`src/rtl/serial_subtractor.sv`:
```
// Bit-serial two's-complement subtractor: a - b computed LSB first through one
// full-subtractor cell, with the difference and flags presented on a done pulse.
module serial_subtractor #(
  parameter int WIDTH = 8
) (
  input  logic             clk,
  input  logic             rst_n,
  input  logic             start,
  input  logic [WIDTH-1:0] a,
  input  logic [WIDTH-1:0] b,
  output logic             busy,
  output logic             done,
  output logic [WIDTH-1:0] diff,
  output logic             borrow_out,
  output logic             overflow,
  output logic             zero
);

  localparam int CW = (WIDTH > 2) ? $clog2(WIDTH) : 1;
  localparam logic [CW-1:0] LAST = CW'(WIDTH - 1);

  // Handshake: start is a request taken on any rising edge where state is
  // IDLE or DONE; done is a single-cycle pulse and diff/flags are valid with it.
  typedef enum logic [1:0] {
    IDLE  = 2'd0,
    SHIFT = 2'd1,
    DONE  = 2'd2
  } state_t;

  state_t           state_q, state_d;
  logic [WIDTH-1:0] a_sh_q, a_sh_d;
  logic [WIDTH-1:0] b_sh_q, b_sh_d;
  logic [WIDTH-1:0] res_q, res_d;
  logic [CW-1:0]    count_q, count_d;
  logic             borrow_q, borrow_d;
  logic             a_msb_q, a_msb_d;
  logic             b_msb_q, b_msb_d;
  logic [WIDTH-1:0] diff_q, diff_d;
  logic             borrow_out_q, borrow_out_d;
  logic             overflow_q, overflow_d;
  logic             zero_q, zero_d;

  logic             ai, bi, d_bit, borrow_nx;
  logic [WIDTH-1:0] res_nx;

  always_comb begin
    state_d      = state_q;
    a_sh_d       = a_sh_q;
    b_sh_d       = b_sh_q;
    res_d        = res_q;
    count_d      = count_q;
    borrow_d     = borrow_q;
    a_msb_d      = a_msb_q;
    b_msb_d      = b_msb_q;
    diff_d       = diff_q;
    borrow_out_d = borrow_out_q;
    overflow_d   = overflow_q;
    zero_d       = zero_q;

    ai        = a_sh_q[0];
    bi        = b_sh_q[0];
    d_bit     = ai ^ bi ^ borrow_q;
    borrow_nx = (~ai & bi) | (~(ai ^ bi) & borrow_q);
    res_nx    = {d_bit, res_q[WIDTH-1:1]};

    case (state_q)
      SHIFT: begin
        a_sh_d   = a_sh_q >> 1;
        b_sh_d   = b_sh_q >> 1;
        res_d    = res_nx;
        borrow_d = borrow_nx;
        count_d  = count_q + 1'b1;
        if (count_q == LAST) begin
          // Results load from the in-flight values so the last bit is included.
          state_d      = DONE;
          diff_d       = res_nx;
          borrow_out_d = borrow_nx;
          overflow_d   = (a_msb_q != b_msb_q) && (res_nx[WIDTH-1] != a_msb_q);
          zero_d       = (res_nx == '0);
        end
      end
      DONE: begin
        state_d = IDLE;
      end
      default: begin
        state_d = IDLE;
      end
    endcase

    if ((state_q == IDLE || state_q == DONE) && start) begin
      state_d  = SHIFT;
      a_sh_d   = a;
      b_sh_d   = b;
      res_d    = '0;
      count_d  = '0;
      borrow_d = 1'b0;
      a_msb_d  = a[WIDTH-1];
      b_msb_d  = b[WIDTH-1];
    end
  end

  always_ff @(posedge clk) begin
    if (!rst_n) begin
      state_q      <= IDLE;
      a_sh_q       <= '0;
      b_sh_q       <= '0;
      res_q        <= '0;
      count_q      <= '0;
      borrow_q     <= 1'b0;
      a_msb_q      <= 1'b0;
      b_msb_q      <= 1'b0;
      diff_q       <= '0;
      borrow_out_q <= 1'b0;
      overflow_q   <= 1'b0;
      zero_q       <= 1'b0;
    end else begin
      state_q      <= state_d;
      a_sh_q       <= a_sh_d;
      b_sh_q       <= b_sh_d;
      res_q        <= res_d;
      count_q      <= count_d;
      borrow_q     <= borrow_d;
      a_msb_q      <= a_msb_d;
      b_msb_q      <= b_msb_d;
      diff_q       <= diff_d;
      borrow_out_q <= borrow_out_d;
      overflow_q   <= overflow_d;
      zero_q       <= zero_d;
    end
  end

  assign busy       = (state_q == SHIFT);
  assign done       = (state_q == DONE);
  assign diff       = diff_q;
  assign borrow_out = borrow_out_q;
  assign overflow   = overflow_q;
  assign zero       = zero_q;

endmodule
```
`config.mk`:
```
export PLATFORM = sky130hd
export DESIGN_NAME = serial_subtractor
export DESIGN_NICKNAME = d
export VERILOG_FILES = /design/src/rtl/serial_subtractor.sv
export SDC_FILE = /design/constraint.sdc
export NUM_CORES = 1
export LEC_CHECK = 0
export ABC_CLOCK_PERIOD_IN_PS = 1400
export BUFFER_PORTS_ARGS = -buffer_cell sky130_fd_sc_hd__buf_2
export CAP_MARGIN = 40
export CORE_MARGIN = 1
export CORE_UTILIZATION = 48
export CTS_CLUSTER_SIZE = 30
export DETAILED_ROUTE_END_ITERATION = 7
export PLACE_DENSITY = 0.73
export SETUP_SLACK_MARGIN = 0.4
export SYNTH_ARGS = -nofsm -noshare
export SYNTH_HDL_FRONTEND = slang
export SYNTH_SLANG_ARGS = --single-unit
```
`constraint.sdc`:
```
create_clock -name clk -period 1.4 [get_ports clk]
set_input_delay 0.14 -clock clk [delete_from_list [all_inputs] [get_ports clk]]
set_output_delay 0.14 -clock clk [all_outputs]
set_load 0.05 [all_outputs]
```
==> run_results.csv <==
group,metric,value,unit
routing,first_iter_violations,133,
sta,worst_slack,-0.0728,ns
synthesis,synth-xor-area-share,0.524,%
sta,finalSetupViolCount,6,
worst_setup_path,critPathKind,"reg2reg",
power_and_ir_drop,power.density,881,nW/µm²
sta,hold_violations,0,
worst_setup_path,start_kind,"register",
power_and_ir_drop,leakage,1.22,nW
synthesis,avgSynthCellArea,8.65,µm²
place,globalplace.congestion,0.781,
synthesis,ys_seq_area_share,50.3,%
cts,tritoncts,"done",
sta,finalSetupTns,-0.244,ns
sta,tightestPinTransition,0.688,ns
final_layout,area_growth,87.6,%
cts,clkTransAtPathRegs,0.16,ns
routing,ant_nets,0,
job,maxCapViolations,0,
worst_hold_path,min_path_type,"in2reg",
synthesis,synth_top_cells_by_area,"dfxtp_1, nand2_1, a21oi_1, nor3_1, buf_6",
cts,cts-buffers-inserted,5,
final_layout,stdcell_count,312,
global_route,grt_overflow,0,
synthesis,synthAdderAreaFrac,2.70,%
worst_setup_path,arrival,1.80,ns
sta,drv_slew,0,
global_route,grt_pass1_wl,8.06,mm
sta,fmax,0.679,GHz
worst_setup_path,path_max_fanout,5,
final_layout,nets,287,
final_layout,final_common_cell,"dfxtp_1",
die,initial_core_util,50.1,%
routing,dr.pass1.iters,4,
synthesis,yosysTopAreaCellShare,50.3,%
synthesis,ys_ff_latch,42,
worst_setup_path,timing.rr.start,"count_q[0]",
synthesis,synth_top_family_by_area,"simple AND/OR/NAND/NOR gates",
synthesis,synth-simple-area-share,22.0,%
routing,route.detailed.drc,0,
global_route,grt_usage,30.7,%
routing,routed_wl,7.07,mm
worst_setup_path,end_kind,"register",
synthesis,synth_compound_area_share,16.5,%
final_layout,layout_common_cells,"dfxtp_1, nand2_1, a21oi_2, buf_2, buf_4",
outcome,outcome,"finished, violations left",
cts,clock-sinks,42,
die,rows,21,
power_and_ir_drop,vdd_drop_max,832,µV
sta,clock_skew,0.0197,ns
die,die_width,61.0,µm
place,hpwl,2.55,mm
synthesis,ys_warn_count,0,
synthesis,synth_cell_types,32,
synthesis,synth_mux_area_share,0,%
synthesis,synth.cell_area,1670,µm²
cts,h-tree-depth,2,
die,fp.dieArea,3720,µm²
sta,relSlewSlack,54.1,%
cts,clock_latency,0.40,ns
place,dp_cells,264,
worst_setup_path,worst_ep_required_time,1.73,ns
synthesis,netlist_instances,193,
sta,fin_crit_sh,105,%
place,io_buffers,31,
synthesis,synth_top_area_cell,"dfxtp_1",
routing,viasPerCell,5.99,
die,io_pins,32,
sta,finalCriticalPeriod,1.47,ns
die,core,3340,µm²
cts,cts_root_buffer,"clkbuf_4",
routing,route.detailed.wl_per_inst,22.7,µm
cts,cts.path.max_buffers,2,
outcome,violations,"setup timing",
global_route,grt_max_degree,29,
global_route,grt_pass1_vias,1678,
synthesis,synth_nets,215,
final_layout,drive_gt1_share,72.2,%
sta,rsz0062_at_grt,"true",
final_layout,antenna_cells,0,
global_route,antenna_found_initial,0,
routing,num_vias,1868,
die,die_y,61.0,µm
final_layout,utilization,93.9,%
worst_hold_path,min_from,"a[7]",
worst_setup_path,crit_start,"count_q[0]",
power_and_ir_drop,p_total,2.76,mW
==> critical path: stages, from the launching register on <==
cell      delay (ns)
dfxtp_4         0.39
ha_4            0.16
ha_4            0.15
buf_6           0.11
nand3b_1        0.14
buf_2           0.22
nand2_1         0.08
a21oi_1         0.17
==> Yosys cell counts (all sizes together) <==
cell	count
o22ai	8
a31oi	2
ha	2
or2b	1
nand3	7
fa	1
dfxtp	42
a211oi	2
nor2	6
xnor2	1
nor3	16
o21a	1
a21oi	28
nor2b	1
buf	12
nand2b	1
nor4	2
o21ai	3
and2b	1
a22oi	4
nand2	44
inv	4
clkbuf	1
nand3b	2
and3b	1
==> final cells by class <==
class                      count  area (µm²)
multi-input combinational    134        1220
sequential                    42         867
timing repair buffer          76         850
fill                          93         203
tap                           46        57.6
timing repair inverter         2        46.3
clock buffer                   5        37.5
inverter                       4        27.5
clock inverter                 3        23.8
==> logic make-up after synthesis <==
family                     after synthesis
adders and majority gates                3
and+or+nand+nor                         82
xor gates and xnor gates                 1
DFF                                     42
buffers and inverters                   17
AOI/OAI and AO/OA                       48
==> final timing paths <==
kind                to  slack, ns  cells past startpoint
min          a_sh_q[7]       0.02                      3
max            diff[1]      -0.07                      7
min reg2reg    diff[0]       0.49                      2
max reg2reg    diff[1]      -0.07                      7
==> where the power goes <==
part           leakage, nW  total (mW)  internal, mW  switching, mW
registers            0.351        1.32          1.25         0.0673
logic                0.843       0.759         0.389          0.370
clock network       0.0278       0.684         0.201          0.483
==> metal layers <==
layer	up-vias	part of all wire, %	track usage (%)
met3	31	8.2	8.96
met4	0	4.8	12.7
li1	816	-	-
met5	-	0	0
met1	906	36	35.8
met2	115	51	52.6
==> metrics by stage <==
step	worst slack, ns	hold WS [ns]	area, µm²
floorplan	0.133	0.278	1850
global placement	0.0966	0.421	1990
detailed placement	0.0420	0.429	1990
CTS	0.0495	0.0306	2670
global route	-0.107	0.0119	3130
finish	-0.0728	0.0202	3130
==> sequential cells by signal (all words and copies together) (netlist names), 2 cells and up <==
name	cells
count_q	3
state_q	2
diff	8
a_sh_q	8
b_sh_q	8
res_q	7
==> what timing repair did <==
action	CTS	global route
setup buffers	15	16
pin swaps	19	28
hold buffers	0	0
endpoints found under the setup margin	55	55
gates cloned	8	1
resized for setup	103	67
(Power assumes the default switching activity.)
